## src/rtl/tmax_acs_pipe.sv

```systemverilog
// tmax_acs_pipe: two-stage multi-lane max/max* add-compare-select with joint metric normalisation.
// Defining TMAX_MAXSTAR_CORR_EN adds the max* correction term in stage 2.
module tmax_acs_pipe #(
  parameter int W = 16,
  parameter int LANES = 8,
  parameter int NORM_THR = 16384
) (
  input  logic                     clk,
  input  logic                     rst_n,
  input  logic                     in_valid,
  output logic                     in_ready,
  input  logic [LANES*W-1:0]       old0_i,
  input  logic [LANES*W-1:0]       old1_i,
  input  logic [LANES*W-1:0]       m0_i,
  input  logic [LANES*W-1:0]       m1_i,
  output logic                     out_valid,
  input  logic                     out_ready,
  output logic [LANES*(W+1)-1:0]   alpha_o,
  output logic [LANES-1:0]         dec_o,
  output logic                     norm_o
);
  localparam logic [W:0]   thr     = (W+1)'(NORM_THR);
  localparam logic [W+1:0] floor_v = {2'b11, {W{1'b0}}};
  localparam logic [W+1:0] ceil_v  = {2'b00, {W{1'b1}}};
  logic s1_valid, s2_valid, s1_adv, s2_adv, norm_c, norm_r;
  logic [LANES-1:0][W:0] sel_c, s1_sel, cor, nrm, alpha_r;
  logic [LANES-1:0] dec_c, s1_dec, over, dec_r;
`ifdef TMAX_MAXSTAR_CORR_EN
  logic [LANES-1:0][1:0] corr_c, s1_corr;
`endif
  assign s2_adv    = !s2_valid | out_ready;
  assign s1_adv    = !s1_valid | s2_adv;
  assign in_ready  = s1_adv;
  assign out_valid = s2_valid;
  assign alpha_o   = alpha_r;
  assign dec_o     = dec_r;
  assign norm_o    = norm_r;
  for (genvar k = 0; k < LANES; k++) begin : g_lane
    logic [W:0] d0, d1;
    logic [W+1:0] sub;
    assign d0 = {old0_i[k*W+W-1], old0_i[k*W +: W]} + {m0_i[k*W+W-1], m0_i[k*W +: W]};
    assign d1 = {old1_i[k*W+W-1], old1_i[k*W +: W]} + {m1_i[k*W+W-1], m1_i[k*W +: W]};
    assign dec_c[k] = $signed(d0) > $signed(d1);
    assign sel_c[k] = dec_c[k] ? d0 : d1;
`ifdef TMAX_MAXSTAR_CORR_EN
    logic [W+1:0] df, ad, cs;
    assign df = {d0[W], d0} - {d1[W], d1};
    assign ad = dec_c[k] ? df : -df;
    assign corr_c[k] = ad < (W+2)'(2) ? 2'd3 : ad < (W+2)'(4) ? 2'd2 : ad < (W+2)'(8) ? 2'd1 : 2'd0;
    assign cs = {s1_sel[k][W], s1_sel[k]} + {{W{1'b0}}, s1_corr[k]};
    assign cor[k] = $signed(cs) > $signed(ceil_v) ? ceil_v[W:0] : cs[W:0];
`else
    assign cor[k] = s1_sel[k];
`endif
    assign over[k] = $signed(cor[k]) >= $signed(thr);
    // Subtraction is done one bit wider so the floor clamp can see underflow.
    assign sub = {cor[k][W], cor[k]} - {thr[W], thr};
    assign nrm[k] = norm_c ? ($signed(sub) < $signed(floor_v) ? floor_v[W:0] : sub[W:0]) : cor[k];
  end
  assign norm_c = |over;
  always_ff @(posedge clk or negedge rst_n)
    if (!rst_n) begin
      s1_valid <= 1'b0;
      s1_sel   <= '0;
      s1_dec   <= '0;
`ifdef TMAX_MAXSTAR_CORR_EN
      s1_corr  <= '0;
`endif
    end else if (s1_adv) begin
      s1_valid <= in_valid;
      if (in_valid) begin
        s1_sel  <= sel_c;
        s1_dec  <= dec_c;
`ifdef TMAX_MAXSTAR_CORR_EN
        s1_corr <= corr_c;
`endif
      end
    end
  always_ff @(posedge clk or negedge rst_n)
    if (!rst_n) begin
      s2_valid <= 1'b0;
      alpha_r  <= '0;
      dec_r    <= '0;
      norm_r   <= 1'b0;
    end else if (s2_adv) begin
      s2_valid <= s1_valid;
      if (s1_valid) begin
        alpha_r <= nrm;
        dec_r   <= s1_dec;
        norm_r  <= norm_c;
      end
    end
endmodule

```

## config.mk

```make
export PLATFORM = sky130hd
export DESIGN_NAME = tmax_acs_pipe
export DESIGN_NICKNAME = d
export VERILOG_FILES = /design/src/rtl/tmax_acs_pipe.sv
export SDC_FILE = /design/constraint.sdc
export NUM_CORES = 1
export LEC_CHECK = 0
export CORE_AREA = 2 2 310 312
export CTS_BUF_LIST = sky130_fd_sc_hd__clkbuf_8
export CTS_CLUSTER_DIAMETER = 50
export DETAILED_ROUTE_END_ITERATION = 8
export DIE_AREA = 0 0 312 314
export PLACE_DENSITY_LB_ADDON = 0.1
export RECOVER_POWER = 100
export SYNTH_ARGS = -nofsm -noshare
export SYNTH_HDL_FRONTEND = slang
export SYNTH_SLANG_ARGS = --single-unit
```

## constraint.sdc

```tcl
create_clock -name clk -period 7.3 [get_ports clk]
set_input_delay 1.46 -clock clk [delete_from_list [all_inputs] [get_ports clk]]
set_output_delay 1.46 -clock clk [all_outputs]
set_load 0.005 [all_outputs]
```

==> summary.txt, run 1 <==
Worst Skew: 0.03032 ns
Post CTS Setup Buffer Count: 0
Port Buffer Count: 662
relative slew slack: -2.158
failing checks: capacitance limit, slew limit
Synth Flop Type: dfrtp_1
syn_area_per_cell: 8.236 um^2
die height: 314 um
Top Ports: 663
PostCTS Resize Cnt: 0
fmax: 161.7 MHz
Skew-Pair Late Insertion Delay: 0.66 ns
Wirelength per Cell: 18.51 um
grt total ovfl: 0
critical path launch point type: input pin
CTS tree: done
synthesized instance count: 3415
Yosys cell types: 103
P&R area growth vs syn: 33.08%
critical path's slowest cell: o21ai_0
largest net degree at the start of global routing: 134
maximum vdd ir drop: 0.0001434 V
H-tree Lvls: 2
ANT nets after route: 0
CP bufs+invs: 2
final setup fails: 0
Residual DRC: 0
nets: 5011
first-pass GRT wire length: 154600 um
post-route minimum period: 6.183 ns
total power: 9650 uW
Starting Density: 0.2978
ys async rst share: 1.000
Top delay family on crit path: compound AO/OA/AOI/OAI gates
count of hold-fix buffers inserted at cts: 0
die footprint: 0.09797 mm^2
share of layout cells above drive strength 1: 0.04186
RSZ-0062 raised after global routing: false
CTS buffer count: 60
post-synthesis register bit count: 291
CTS Root Cell: clkbuf_8
CP max stage delay: 1.02 ns
core area: 0.09445 mm^2
Crit Path Max Fanout: 14
DR vias/cell: 4.998
Syn Nets: 4363
cell row count: 113
Setup TNS: 0 ns
max-slew violations: 191
GP Congestion: 0.8617
Hold Fails Final Rpt: 0
clock tree buffer depth: 3
initial DRC count: 1468
number of flops mapped to enable cells by yosys: 0
Worst EP arrival: 6.70 ns
number of global-route vias before repair: 27.01k
aggregate global-route resource usage: 0.1973
slew of the pin with the lowest slew margin: 4.737 ns
status: finished, violations left
First-pass DRT Iterations: 5
Static Leak: 0.01666 uW
Clock Pin Slew Worst Setup and Hold Paths: 0.06 ns
worst path cell trace: dlygate4sd3_1 -> ha_1 -> a211oi_1 -> nor2_1 -> o21ai_0 -> o211ai_1 -> a31oi_1 -> o21ai_0 -> xnor2_1 -> ha_1 -> nand4_1 -> nor2_1 -> nand3_1 -> nand3_1 -> o21ai_0 -> buf_4 -> mux2i_1 -> o21ai_0
Setup Crit Path Kind: input pin to flop
DR vias: 26.87k
Max Cap Violations: 5
clock sink count: 291
Worst Path Required: 7.82 ns
sequential area share after synthesis: 0.2589
Top cell by count, worst path: o21ai_0
# fillers: 9833
Final Cycle Share: 0.8469
Ys Warns: 0
Worst Setup End Kind: flop
Synth Cell Area: 0.02813 mm^2
final wirelength: 99520 um
PwrDens: 257.8 mW/mm^2
initial antenna violation count: 1
DP HPWL: 82000 um
Tightest Hold Check Type: flop to flop
Chip Width: 312 um
## worst reg2reg max path, cell delays in order, from the launching register on
cell,delay (ns)
dfrtp_1,0.44
inv_1,0.13
ha_1,0.16
inv_1,0.04
ha_1,0.21
nor4_1,0.52
nand3_1,0.19
nor4_1,2.24
buf_4,0.61
nor3_1,0.10
clkbuf_1,0.31
o21ai_0,0.29
## final timing paths
kind / start / to / slack, ns / depth (start not counted)
min in group asynchronous: rst_n / out_valid / 2.52 / 1
setup / recovery: old0_i[49] / cor[51] / 1.12 / 18
setup reg to reg: cor[82] / alpha_o[115] / 1.96 / 11
max in group asynchronous: rst_n / alpha_o[19] / 1.70 / 2
hold / removal: s1_dec[0] / dec_o[0] / 0.47 / 2
hold reg to reg: s1_dec[0] / dec_o[0] / 0.47 / 2
## cell type report
| class | instances | area (um^2) | area share |
|---|---|---|---|
| clock buffer | 73 | 1005 | 0.02684 |
| tap | 1265 | 1583 | 0.04229 |
| sequential | 291 | 7282 | 0.1945 |
| multi-input combinational | 2865 | 19840 | 0.5299 |
| inverter | 163 | 611.8 | 0.01635 |
| clock inverter | 35 | 332.8 | 0.008892 |
| antenna | 1 | 2.502 | 0.00006685 |
| timing repair buffer | 682 | 6779 | 0.1811 |
## layout by cell type, fill, tap and decap left out, drive strengths merged, types with 10 or more instances in the layout
| cell type | instances |
|---|---|
| buf | 12 |
| xnor2 | 112 |
| nand4 | 42 |
| nand3 | 66 |
| o31a | 53 |
| dlygate4sd3 | 156 |
| inv | 181 |
| nor3 | 71 |
| a31oi | 65 |
| clkbuf | 82 |
| a211oi | 25 |
| o311ai | 11 |
| nor2b | 46 |
| o21ai | 296 |
| clkdlybuf4s50 | 505 |
| a21oi | 189 |
| mux2i | 22 |
| and3 | 23 |
| a21o | 114 |
| o211ai | 37 |
| nand2b | 77 |
| o21a | 41 |
| dfrtp | 291 |
| nor4 | 33 |
| fa | 16 |
| xor2 | 75 |
| and2 | 60 |
| nand2 | 448 |
| nor2 | 267 |
| ha | 416 |
| nor4b | 10 |
| a2111oi | 12 |
| or3 | 44 |
| o31ai | 20 |
| o21bai | 28 |
| or2 | 21 |
## power breakdown
group	leakage, uW	internal (uW)	total [uW]	switching [uW]
clock	0.000722	1120	1900	782
combinational	0.0124	2230	4880	2640
sequential	0.00353	2300	2870	577
## through the flow
step	worst slack, ns	cells	util	instance area (um^2)	hold WS (ns)
global placement	1.101	5266	0.3832	36190	0.4532
floorplan	2.165	3415	-	28130	0.4386
detailed placement	1.017	5266	0.3832	36190	0.4586
global route	0.6857	5375	0.3963	37430	0.4975
finish	1.117	5375	0.3963	37430	0.4691
CTS	1.760	5374	0.3973	37530	0.4724
## cell usage after synthesis, types with 49 or more instances
cell      instances  area share
ha_1            416        0.19
xnor2_1         110       0.034
inv_1           163       0.022
dfrtp_1         291        0.26
nor3_1           71       0.013
xor2_1           75       0.023
nor2_1          267       0.036
o21ai_0         237       0.042
nand2b_1         77       0.017
nand3_1          66       0.012
a21o_1          114       0.030
o31a_1           53       0.017
a21oi_1         185       0.033
a31oi_1          64       0.014
and2_1           49       0.011
clkbuf_1         80       0.011
nand2_1         447       0.060
o21ai_1          57       0.010
## registers in the layout (all words and copies together), names as in the netlist
| register | count |
|---|---|
| dec_o | 8 |
| s1_valid | 1 |
| out_valid | 1 |
| s1_dec | 8 |
| alpha_o | 136 |
| cor | 136 |
| norm_o | 1 |
## cells by family after synthesis
kind of cell             share of synthesized area
XOR/XNOR                                   0.05877
multiplexers                               0.01103
flip-flops                                  0.2589
AO/OA/AOI/OAI                               0.2319
adder cells (fa/ha/maj)                     0.1965
AND/OR/NAND/NOR                             0.2073
buffers and inverters                      0.03563
## metal layers
| metal | wire length, um | global-route usage | part of all wire |
|---|---|---|---|
| met5 | 0 | 0 | 0 |
| met3 | 5158 | 0.03643 | 0.052 |
| met1 | 45820 | 0.2613 | 0.46 |
| met4 | 1301 | 0.03300 | 0.013 |
| met2 | 47240 | 0.3384 | 0.47 |
Power figures use the tool's default switching activity.
==> run 2, diff against run 1 <==
Clock period 7.3 ns to 5.9 ns, I/O delays scaled along.
==> run 2 against run 1 <==
The run still ends with capacitance limit, slew limit left. Sequential cell count unchanged. Clock-buffer cell count up 9. Sequential power up 24%. Cell count up 0.82%. Via count up 0.80%. Clock power up 36%. Hold slack worse by 0.0061 ns. Critical endpoint is now cor[26]. Die area unchanged. Largest power group unchanged. Highest routed layer unchanged.
==> summary.txt, run 2 (synthesized netlist as in run 1, its figures left out) <==
aggregate global-route resource usage: 0.2001
GP Congestion: 0.8649
die height: 314 um
first-pass GRT wire length: 155800 um
relative slew slack: -2.037
Residual DRC: 0
Max Cap Violations: 5
PostCTS Resize Cnt: 0
share of layout cells above drive strength 1: 0.04889
CP bufs+invs: 2
status: finished, violations left
final wirelength: 100400 um
PwrDens: 324.9 mW/mm^2
DP HPWL: 82500 um
core area: 0.09445 mm^2
critical path's slowest cell: dlygate4sd3_1
Setup TNS: 0 ns
RSZ-0062 raised after global routing: false
Top delay family on crit path: compound AO/OA/AOI/OAI gates
Min-Delay Endpoint: dec_o[1]
CP max stage delay: 0.54 ns
final setup fails: 0
initial antenna violation count: 2
Static Leak: 0.01688 uW
most frequent cells in the layout: clkdlybuf4s50_1 (507), nand2_1 (447), ha_1 (416)
Final WS setup: 0.5291 ns
Reg2Reg Depth: 11
ANT nets after route: 0
Skew-Pair Late Insertion Delay: 0.62 ns
fmax: 186.2 MHz
FF-to-FF setup slack: 0.88 ns
CTS tree: done
cell row count: 113
H-tree Lvls: 3
Worst Path Required: 6.40 ns
CTS buffer count: 68
Hold Fails Final Rpt: 0
Worst Skew: 0.03313 ns
Wirelength per Cell: 18.52 um
hold wc startpoint: dec_o[1]
pre-CTS WS: 0.1164 ns
# fillers: 9943
CTS Root Cell: clkbuf_8
Starting Density: 0.2978
largest net degree at the start of global routing: 143
most common cell after layout, fill and taps aside: clkdlybuf4s50_1
post-route minimum period: 5.371 ns
clock sink count: 291
Final Cycle Share: 0.9103
die footprint: 0.09797 mm^2
slew of the pin with the lowest slew margin: 4.555 ns
Tightest Hold Check Type: flop to flop
Min Hold Slack: 0.4630 ns
Setup Crit Path Kind: input pin to flop
reg2reg end: alpha_o[29]
WHS Path Cells: 2
worst path cell trace: dlygate4sd3_1 -> ha_1 -> inv_1 -> fa_1 -> nor2b_1 -> o21a_1 -> o21ai_0 -> a211oi_1 -> o31a_1 -> mux2i_1 -> o211a_1 -> ha_1 -> nand4_1 -> nor3_1 -> a2111o_1 -> o311ai_4 -> nand2_1 -> and2_0 -> o31a_1
grt total ovfl: 0
count of hold-fix buffers inserted at cts: 0
initial DRC count: 1459
nets: 5050
number of global-route vias before repair: 27.19k
P&R area growth vs syn: 34.44%
Clock Pin Slew Worst Setup and Hold Paths: 0.05 ns
max-slew violations: 235
DP Cell Count: 5297
Port Buffer Count: 662
Chip Width: 312 um
Finished Layout Cells: 5419
Crit Path Max Fanout: 16
critical path launch point type: input pin
DR vias: 27.08k
Worst Setup End Kind: flop
RR Startpoint: cor[82]
maximum vdd ir drop: 0.0001603 V
Post CTS Setup Buffer Count: 0
Top Ports: 663
failing checks: capacitance limit, slew limit
Worst EP arrival: 5.87 ns
clock tree buffer depth: 3
DR vias/cell: 4.998
First-pass DRT Iterations: 7
==> run 2: changes by cell type in the layout (fill, tap and decap cells not counted), moves of 3 or more <==
cell      delta
clkbuf_2     +3
clkbuf_1    +10
buf_4       +14
clkbuf_8     +9
o21ai_0      -8
o21ai_1      +8
==> run 2: where the power goes <==
part	internal [uW]	switching (uW)	leakage [uW]
Sequential	2840	720	0.00353
Clock	1570	1020	0.000818
Combinational	2830	3310	0.0125
Total	7240	5050	0.0169
==> run 2: worst max-delay path by stage <==
stage	from	cells after the start	slack, ns	to
floorplan	old0_i[16]	19	1.05	cor[18]
global placement	old0_i[96]	21	0.15	cor[106]
detailed placement	old1_i[16]	20	0.12	cor[23]
CTS	old1_i[16]	20	0.80	cor[23]
global route	rst_n	1	0.17	alpha_o[24]
finish	old1_i[16]	19	0.53	cor[26]
==> run 2: cell type report <==
class	count	area (um^2)	area share
clock buffers	82	1129	0.02985
well taps	1265	1583	0.04186
clock inverters	38	362.8	0.009596
repair buffers	713	6997	0.1850
inverters	163	611.8	0.01618
diodes	2	5.005	0.0001324
multi-input cells	2865	19840	0.5248
flip-flops and latches	291	7282	0.1926
==> run 2: per-stage QoR <==
step                utilization  total power [uW]  cell area [um^2]
CTS                      0.4017             12720             37940
global route             0.4004             13320             37810
floorplan                     -              6905             28130
finish                   0.4004             12280             37810
detailed placement       0.3859             10020             36450
global placement         0.3859             10010             36450
==> run 2: routing by layer <==
layer,routed length (um),track usage,vias to the layer above
li1,-,-,13752
met1,45600,0.2612,12591
met2,47330,0.3395,649
met3,5460,0.03729,90
met4,1984,0.05070,0
met5,0,0,-
==> run 2: worst reg2reg max path: cells and delay by family, from the launching register on <==
kind	cells	cell delay, ns
and+or+nand+nor	4	2.75
adders and majority gates	2	0.37
DFF	1	0.44
AOI/OAI and AO/OA	1	0.23
buffers and inverters	4	1.11
